File: src/rtl/spi_bus_sequencer_pkg.sv
// Shared definitions for spi_bus_sequencer: SPI core register map and sequencer states.
package spi_bus_sequencer_pkg;

    localparam int unsigned REG_START   = 1;
    localparam int unsigned REG_BITS_LO = 3;
    localparam int unsigned REG_BITS_HI = 4;
    localparam int unsigned MEM_OUT_OFF = 16;

    typedef enum logic [3:0] {
        ST_IDLE     = 4'd0,
        ST_LOAD     = 4'd1,
        ST_DRAIN    = 4'd2,
        ST_CFG_LO   = 4'd3,
        ST_CFG_HI   = 4'd4,
        ST_START    = 4'd5,
        ST_POLL_RD  = 4'd6,
        ST_POLL_CHK = 4'd7,
        ST_RD_REQ   = 4'd8,
        ST_RD_CAP   = 4'd9,
        ST_OUT      = 4'd10
    } state_e;

    // Read-back memory follows the output memory in the SPI core's map.
    function automatic int unsigned mem_in_off(input int unsigned mem_bytes);
        return MEM_OUT_OFF + mem_bytes;
    endfunction

endpackage

File: src/rtl/spi_bus_sequencer.sv
// Bus master that loads one command frame into the SPI core, starts it, polls DONE
// and streams the read-back bytes downstream.
module spi_bus_sequencer #(
    parameter int unsigned ABUSWIDTH = 16,
    parameter int unsigned MEM_BYTES = 16,
    parameter int unsigned BASEADDR  = 0,
    parameter int unsigned TIMEOUT   = 65535
) (
    input  logic                 BUS_CLK,
    input  logic                 BUS_RST,
    input  logic [7:0]           CMD_DATA,
    input  logic                 CMD_VALID,
    input  logic                 CMD_LAST,
    output logic                 CMD_READY,
    output logic [7:0]           RES_DATA,
    output logic                 RES_VALID,
    output logic                 RES_LAST,
    input  logic                 RES_READY,
    output logic [ABUSWIDTH-1:0] M_ADD,
    output logic [7:0]           M_DATA_OUT,
    output logic                 M_WR,
    output logic                 M_RD,
    input  logic [7:0]           M_DATA_IN,
    output logic                 BUSY,
    output logic                 ERR_OVF,
    output logic                 ERR_TIMEOUT
);
    import spi_bus_sequencer_pkg::*;

    localparam int unsigned NW = $clog2(MEM_BYTES) + 1;
    localparam logic [NW-1:0] N_LAST = NW'(MEM_BYTES - 1);
    localparam logic [ABUSWIDTH-1:0] ADDR_START   = ABUSWIDTH'(BASEADDR + REG_START);
    localparam logic [ABUSWIDTH-1:0] ADDR_BITS_LO = ABUSWIDTH'(BASEADDR + REG_BITS_LO);
    localparam logic [ABUSWIDTH-1:0] ADDR_BITS_HI = ABUSWIDTH'(BASEADDR + REG_BITS_HI);
    localparam logic [ABUSWIDTH-1:0] ADDR_OUT     = ABUSWIDTH'(BASEADDR + MEM_OUT_OFF);
    localparam logic [ABUSWIDTH-1:0] ADDR_IN      = ABUSWIDTH'(BASEADDR + mem_in_off(MEM_BYTES));

    state_e                 state_q, state_d;
    logic [NW-1:0]          n_q, n_d, i_q, i_d;
    logic [31:0]            tmo_q, tmo_d;
    logic                   poll_ph_q, poll_ph_d;
    logic [ABUSWIDTH-1:0]   m_add_q, m_add_d;
    logic [7:0]             m_dout_q, m_dout_d;
    logic                   m_wr_q, m_wr_d, m_rd_q, m_rd_d;
    logic [7:0]             res_data_q, res_data_d;
    logic                   res_valid_q, res_valid_d, res_last_q, res_last_d;
    logic                   err_ovf_q, err_ovf_d, err_tmo_q, err_tmo_d;
    logic                   cmd_ready_s, cmd_fire_s;
    logic [15:0]            bits_s;
    logic [31:0]            tmo_inc_s;

    assign cmd_ready_s = (state_q == ST_IDLE) || (state_q == ST_LOAD) || (state_q == ST_DRAIN);
    assign cmd_fire_s  = CMD_VALID && cmd_ready_s;
    assign bits_s      = 16'(n_q) << 2'd3;
    assign tmo_inc_s   = (tmo_q == 32'hFFFF_FFFF) ? tmo_q : tmo_q + 32'd1;

    // Next-state and next-output decode; every bus access is registered one cycle later.
    always_comb begin
        state_d     = state_q;
        n_d         = n_q;
        i_d         = i_q;
        tmo_d       = tmo_q;
        poll_ph_d   = 1'b0;
        m_add_d     = m_add_q;
        m_dout_d    = m_dout_q;
        m_wr_d      = 1'b0;
        m_rd_d      = 1'b0;
        res_data_d  = res_data_q;
        res_valid_d = res_valid_q;
        res_last_d  = res_last_q;
        err_ovf_d   = 1'b0;
        err_tmo_d   = 1'b0;
        case (state_q)
            ST_IDLE: begin
                if (cmd_fire_s) begin
                    m_wr_d   = 1'b1;
                    m_add_d  = ADDR_OUT;
                    m_dout_d = CMD_DATA;
                    n_d      = NW'(1'b1);
                    state_d  = CMD_LAST ? ST_CFG_LO : ST_LOAD;
                end else begin
                    state_d = ST_IDLE;
                end
            end
            ST_LOAD: begin
                if (cmd_fire_s) begin
                    m_wr_d   = 1'b1;
                    m_add_d  = ADDR_OUT + ABUSWIDTH'(n_q);
                    m_dout_d = CMD_DATA;
                    n_d      = n_q + NW'(1'b1);
                    if (CMD_LAST) begin
                        state_d = ST_CFG_LO;
                    end else if (n_q == N_LAST) begin
                        err_ovf_d = 1'b1;
                        state_d   = ST_DRAIN;
                    end else begin
                        state_d = ST_LOAD;
                    end
                end else begin
                    state_d = ST_LOAD;
                end
            end
            ST_DRAIN: begin
                if (cmd_fire_s && CMD_LAST) begin
                    state_d = ST_CFG_LO;
                end else begin
                    state_d = ST_DRAIN;
                end
            end
            ST_CFG_LO: begin
                m_wr_d   = 1'b1;
                m_add_d  = ADDR_BITS_LO;
                m_dout_d = bits_s[7:0];
                state_d  = ST_CFG_HI;
            end
            ST_CFG_HI: begin
                m_wr_d   = 1'b1;
                m_add_d  = ADDR_BITS_HI;
                m_dout_d = bits_s[15:8];
                state_d  = ST_START;
            end
            ST_START: begin
                m_wr_d   = 1'b1;
                m_add_d  = ADDR_START;
                m_dout_d = 8'h00;
                tmo_d    = 32'd0;
                state_d  = ST_POLL_RD;
            end
            ST_POLL_RD: begin
                m_rd_d  = 1'b1;
                m_add_d = ADDR_START;
                tmo_d   = tmo_inc_s;
                state_d = ST_POLL_CHK;
            end
            ST_POLL_CHK: begin
                tmo_d = tmo_inc_s;
                // Read data lags the strobe by one cycle, so decide on the second cycle here.
                if (!poll_ph_q) begin
                    poll_ph_d = 1'b1;
                    state_d   = ST_POLL_CHK;
                end else if (M_DATA_IN[0]) begin
                    i_d     = '0;
                    m_rd_d  = 1'b1;
                    m_add_d = ADDR_IN;
                    state_d = ST_RD_REQ;
                end else if (tmo_q >= 32'(TIMEOUT)) begin
                    err_tmo_d = 1'b1;
                    state_d   = ST_IDLE;
                end else begin
                    state_d = ST_POLL_RD;
                end
            end
            ST_RD_REQ: begin
                state_d = ST_RD_CAP;
            end
            ST_RD_CAP: begin
                res_data_d  = M_DATA_IN;
                res_valid_d = 1'b1;
                res_last_d  = (i_q == n_q - NW'(1'b1));
                state_d     = ST_OUT;
            end
            ST_OUT: begin
                if (RES_READY) begin
                    res_valid_d = 1'b0;
                    res_last_d  = 1'b0;
                    if (res_last_q) begin
                        state_d = ST_IDLE;
                    end else begin
                        i_d     = i_q + NW'(1'b1);
                        m_rd_d  = 1'b1;
                        m_add_d = ADDR_IN + ABUSWIDTH'(i_q + NW'(1'b1));
                        state_d = ST_RD_REQ;
                    end
                end else begin
                    state_d = ST_OUT;
                end
            end
            default: begin
                state_d = ST_IDLE;
            end
        endcase
    end

    // State, counters and all registered outputs.
    always_ff @(posedge BUS_CLK or posedge BUS_RST) begin
        if (BUS_RST) begin
            state_q     <= ST_IDLE;
            n_q         <= '0;
            i_q         <= '0;
            tmo_q       <= 32'd0;
            poll_ph_q   <= 1'b0;
            m_add_q     <= '0;
            m_dout_q    <= 8'h00;
            m_wr_q      <= 1'b0;
            m_rd_q      <= 1'b0;
            res_data_q  <= 8'h00;
            res_valid_q <= 1'b0;
            res_last_q  <= 1'b0;
            err_ovf_q   <= 1'b0;
            err_tmo_q   <= 1'b0;
        end else begin
            state_q     <= state_d;
            n_q         <= n_d;
            i_q         <= i_d;
            tmo_q       <= tmo_d;
            poll_ph_q   <= poll_ph_d;
            m_add_q     <= m_add_d;
            m_dout_q    <= m_dout_d;
            m_wr_q      <= m_wr_d;
            m_rd_q      <= m_rd_d;
            res_data_q  <= res_data_d;
            res_valid_q <= res_valid_d;
            res_last_q  <= res_last_d;
            err_ovf_q   <= err_ovf_d;
            err_tmo_q   <= err_tmo_d;
        end
    end

    assign CMD_READY   = cmd_ready_s;
    assign BUSY        = (state_q != ST_IDLE);
    assign M_ADD       = m_add_q;
    assign M_DATA_OUT  = m_dout_q;
    assign M_WR        = m_wr_q;
    assign M_RD        = m_rd_q;
    assign RES_DATA    = res_data_q;
    assign RES_VALID   = res_valid_q;
    assign RES_LAST    = res_last_q;
    assign ERR_OVF     = err_ovf_q;
    assign ERR_TIMEOUT = err_tmo_q;

endmodule
File: config.mk
export PLATFORM = sky130hd
export DESIGN_NAME = spi_bus_sequencer
export DESIGN_NICKNAME = d
export VERILOG_FILES = /design/src/rtl/spi_bus_sequencer_pkg.sv /design/src/rtl/spi_bus_sequencer.sv
export SDC_FILE = /design/constraint.sdc
export NUM_CORES = 1
export LEC_CHECK = 0
export CELL_PAD_IN_SITES_DETAIL_PLACEMENT = 1
export CELL_PAD_IN_SITES_GLOBAL_PLACEMENT = 2
export CORE_AREA = 2 2 142 89
export CTS_CLUSTER_DIAMETER = 150
export DETAILED_ROUTE_END_ITERATION = 16
export DIE_AREA = 0 0 144 91
export PLACE_DENSITY = 0.88
export SLEW_MARGIN = 25
export SYNTH_ARGS = -nofsm -noshare
export SYNTH_HDL_FRONTEND = slang
export SYNTH_SLANG_ARGS = --single-unit
File: constraint.sdc
create_clock -name BUS_CLK -period 5.3 [get_ports BUS_CLK]
set_clock_uncertainty 0.2 [all_clocks]
set_input_delay 1.06 -clock BUS_CLK [delete_from_list [all_inputs] [get_ports BUS_CLK]]
set_output_delay 1.06 -clock BUS_CLK [all_outputs]
set_load 0.005 [all_outputs]
; ---- After elaboration in Yosys (flattened, before gate mapping)
; Cells that the tools add are included.
[totals]
register_bits = 85
latchBits = 0
ram_bits = 0
rom_bits = 0
inputBits = 21
out_inout_bits = 40
elab_cells = 117
mem_count = 0
[classes]
addsub = 7
n_mul = 0
n_div = 0
order_cmp = 1
n_eq_ne = 21
n_shift = 0
muxes = 51
n_bitwise = 0
n_reduce_logical = 23
[ops]
columns = operator, count
row1 = case mux 16 bit (7 select lines), 1
row2 = two-way mux 16 bit, 6
row3 = case mux 32 bit (2 select lines), 1
row4 = case mux 4 bit (11 select lines), 1
row5 = "adder 32 x 1 -> 32 bit, second input constant", 1
row6 = "== test 32 bit, second input constant", 1
row7 = "greater-or-equal comparator 32 x 16 -> 1 bit, second input constant", 1
row8 = two-way mux 32 bit, 1
row9 = two-way mux 5 bit, 6
row10 = case mux 8 bit (3 select lines), 1
row11 = two-way mux 4 bit, 5
row12 = case mux 5 bit (2 select lines), 2
row13 = two-way mux 1 bit, 17
row14 = "== test 4 x 3 -> 1 bit, second input constant", 4
row15 = "!= test 2 bit, second input constant", 7
row16 = "== test 4 bit, second input constant", 3
row17 = "adder 5 x 1 -> 5 bit, second input constant", 2
row18 = "== test 4 x 2 -> 1 bit, second input constant", 2
row19 = two-way mux 2 bit, 4
row20 = two-way mux 8 bit, 1
row21 = nonzero test 2 bit, 4
row22 = OR reduction 2 bit, 4
row23 = "adder 6 x 6 -> 7 bit, first input constant", 1
row24 = AND reduction 7 bit, 1
row25 = other kinds (20), 26

; ---- Longest topological paths before layout
[logic_depth]
depth_word = 7
depth_mapped = 8
mapped_depth_nobuf = 7

; ---- Least setup slack after synthesis
; OpenSTA, ideal clock, no wires.
[synth_timing]
path_type = reg-to-output
startpoint = reg state_q[2]
endpoint = out BUSY
arrival_ns = 1.198
required_ns = 4.040
slack_ns = 2.842
stages_incl_launch_ff = 5
path_buffers = 2
path_cell_list = dfrtp_1 buf_2 or2_2 clkbuf_1 or3_1
[synth_via]
elab_chain_len = 1
[synth_lines]
columns = item, line_no
row1 = start: declaration, spi_bus_sequencer.sv:38  ; state_e state_q, state_d;
row2 = start signal: assignment, spi_bus_sequencer.sv:202  ; state_q <= state_d;
row3 = nonzero test 4 bit, spi_bus_sequencer.sv:220  ; assign BUSY = (state_q != ST_IDLE);
row4 = end: declaration, spi_bus_sequencer.sv:24  ; output logic BUSY,
; No other way between the ends.

; ---- Worst setup path in the final report
; Ends and elaborated chain as after synthesis.

==> results.cfg <==
[power]
power_mw = 2.52
vdd_drop_max_mv = 0.232
leakage_nw = 2.09
powerDensity_mw_per_mm2 = 491

[worst_setup_path]
criticalPathCategory = reg2out
path_delay_family = simple AND/OR/NAND/NOR gates
crit_chain = or2_2, or3_1, clkdlybuf4s50_1
cp_max_fo = 18
critical_path_buf_inv_count = 1
critical-path-max-stage-delay_ns = 0.57
worst_ep_required_time_ns = 4.04
arrival_ns = 2.12
critPathCaptureType = output pin
cp_slowest_cell = dfrtp_1
cp-start-kind = flop

[grt]
grt_max_degree = 30
antenna_found_initial = 0
grt_pass1_vias = 3717
grt_usage_pct = 19.4
grt_overflow = 0
grt_first_pass_wirelength_um = 19900

[finish]
drive_gt1_share_pct = 7.10
area_delta_synth_final_pct = 23.2
fill_cells = 1341
multi_input_area_mm2 = 0.00210
fin_area_mm2 = 0.00513
final_cells = 658
nets = 514
seq_area_mm2 = 0.00190
n_antenna_cell = 0

[logic_synthesis]
netlist-cell-type-count = 60
synthArstFlopShare_pct = 100
ys_seq_area_share_pct = 45.7
yosys_warnings = 0
synth.avg_cell_area_um2 = 9.31
synth_ff_type = dfrtp_1
synth_area_mm2 = 0.00416
syn-instance-count = 447
ys_seq_elements = 76
synth_edf_count = 0

[drt]
avgViaCountPerCell = 5.52
drtIter0Drc = 283
wl_per_cell_um = 18.1
finalWirelength_um = 11900
drc = 0
ant_nets = 0
vias = 3633
dr.pass1.iters = 4

[timing]
fin_crit_ns = 3.38
finalSetupViolations = 0
tns_ns = 0
tightest_slew_ns = 0.922
rsz0062_at_grt = false
slew_violations = 0
period_share_pct = 63.8
hold_viol = 0
max-slew-margin-rel_pct = 37.0
max_freq_mhz = 296

[floorplanning]
start_util_pct = 35.4
die_h_um = 91
die_area_mm2 = 0.0131
num_rows = 31
io_pins = 61
die_w_um = 144
core_area_mm2 = 0.0118

[place]
numPortBuffers = 51
place_area_mm2 = 0.00477
hpwl_um = 8630
place_inst = 642
place_congestion = 0.798

[job]
max_cap_violations = 0

[clocking]
cts_tree = built
cts_resized = 0
clk_pin_slew_ns = 0.06
clk_latency_ns = 0.34
clk_root_buffer_cell = clkbuf_16
postCtsHoldBufs = 0
clk_path_buf_depth = 2
cts_made_buffers = 9
clkSinkCount = 76
post_cts_buffers = 0
htreeDepth = 3

[hold_path]
hp-class = reg2reg

[outcome]
status = complete, no violations
## metrics by stage
| step | utilization, % | setup WS (ns) | hold slack [ns] |
|---|---|---|---|
| after CTS | 43.6 | 1.91 | 0.296 |
| after global routing | 43.6 | 1.83 | 0.328 |
| after detailed placement | 40.6 | 1.82 | 0.286 |
| after global placement | 40.6 | 1.90 | 0.280 |
| after floorplan | - | 2.10 | 0.265 |
| final | 43.6 | 1.92 | 0.288 |
## registers in the layout (all words and copies together) (netlist names), 4 cells and up
| register | count |
|---|---|
| M_ADD | 7 |
| M_DATA_OUT | 8 |
| RES_DATA | 8 |
| i_q | 5 |
| n_q | 5 |
| state_q | 4 |
| tmo_q | 32 |
## worst reg2reg max path: stages, from the launching register on
cell      delay, ns
dfrtp_1        0.66
and2b_1        0.31
nand4_1        0.31
a2111o_1       0.68
or4_1          0.54
a21oi_1        0.16
## cells by family after synthesis
kind of cell | after synthesis | share of synthesized area [%]
AO/OA/AOI/OAI | 100 | 15.7
XOR/XNOR | 17 | 3.58
adder cells (fa/ha/maj) | 5 | 1.50
buffers and inverters | 42 | 4.81
flip-flops | 76 | 45.7
multiplexers | 22 | 5.65
other | 1 | 0.0901
AND/OR/NAND/NOR | 184 | 23.0
## cell usage in the layout (no fill, tap or decap), types with 3 or more instances in the layout
| cell | instances |
|---|---|
| mux2i_1 | 10 |
| a21oi_1 | 26 |
| nor3_1 | 6 |
| conb_1 | 9 |
| ha_1 | 5 |
| or3_1 | 6 |
| bufinv_16 | 3 |
| a22o_1 | 3 |
| nand4_1 | 11 |
| nand2b_1 | 6 |
| buf_4 | 3 |
| xnor2_1 | 11 |
| clkbuf_16 | 9 |
| a2bb2oi_1 | 5 |
| o211ai_1 | 6 |
| and2_1 | 4 |
| dfrtp_1 | 76 |
| nor2b_1 | 6 |
| nand2_1 | 55 |
| o31ai_1 | 10 |
| mux2_2 | 11 |
| nor2_1 | 28 |
| a21o_1 | 5 |
| inv_1 | 9 |
| or4_1 | 6 |
| and4_1 | 3 |
| nor4_1 | 12 |
| and3_1 | 5 |
| o21ai_0 | 22 |
| o41ai_1 | 3 |
| clkdlybuf4s50_1 | 51 |
| xor2_1 | 6 |
| nand3_1 | 21 |
| o221ai_1 | 3 |
## cell type report
cell class                      instances  share of cell area, %
Multi-Input combinational cell        337                   40.9
Sequential cell                        76                   37.1
Timing Repair Buffer                   54                   10.4
Clock buffer                           12                   5.00
Tap cell                              165                   4.03
Clock inverter                          4                   1.85
Inverter                               10                  0.732
## where the power goes
| part | internal [mW] | switching [mW] | leakage (nW) | total (mW) |
|---|---|---|---|---|
| clock | 0.485 | 0.245 | 0.173 | 0.730 |
| sequential | 0.719 | 0.193 | 0.993 | 0.912 |
| combinational | 0.426 | 0.451 | 0.924 | 0.878 |
## synthesized netlist by cell type, types with 10 or more instances
cell,instances,area [um2]
nor4_1,12,75.1
o21ai_0,22,110
nand3_1,21,105
nand2_1,55,206
buf_4,10,75.1
mux2i_1,10,100
clkbuf_1,16,60.1
mux2_2,11,124
nand4_1,11,68.8
a21oi_1,27,135
inv_1,10,37.5
nor2_1,29,109
o31ai_1,10,75.1
dfrtp_1,76,1900
xnor2_1,11,96.3
## metal layers
metal | part of all wire [%] | wire length, um | GRT usage [%] | vias up
met2 | 41 | 4870 | 27.2 | 79
met1 | 53 | 6310 | 29.7 | 1849
met5 | 0 | 0 | 0 | -
met3 | 5.4 | 648 | 4.91 | 11
met4 | 0.85 | 102 | 4.66 | 0
li1 | - | - | - | 1694
## final timing paths
kind / from / end / slack, ns / cells after the start
worst min-delay path: RES_VALID / RES_VALID / 0.29 / 1
worst max-delay path: state_q[2] / BUSY / 1.92 / 3
min in group asynchronous: BUS_RST / state_q[0] / 0.91 / 2
max in group asynchronous: BUS_RST / RES_DATA[5] / 3.16 / 3
worst min register to register: RES_VALID / RES_VALID / 0.29 / 1
worst max register to register: state_q[2] / tmo_q[29] / 2.37 / 5
Note: power is estimated with default switching activity, not from simulation.
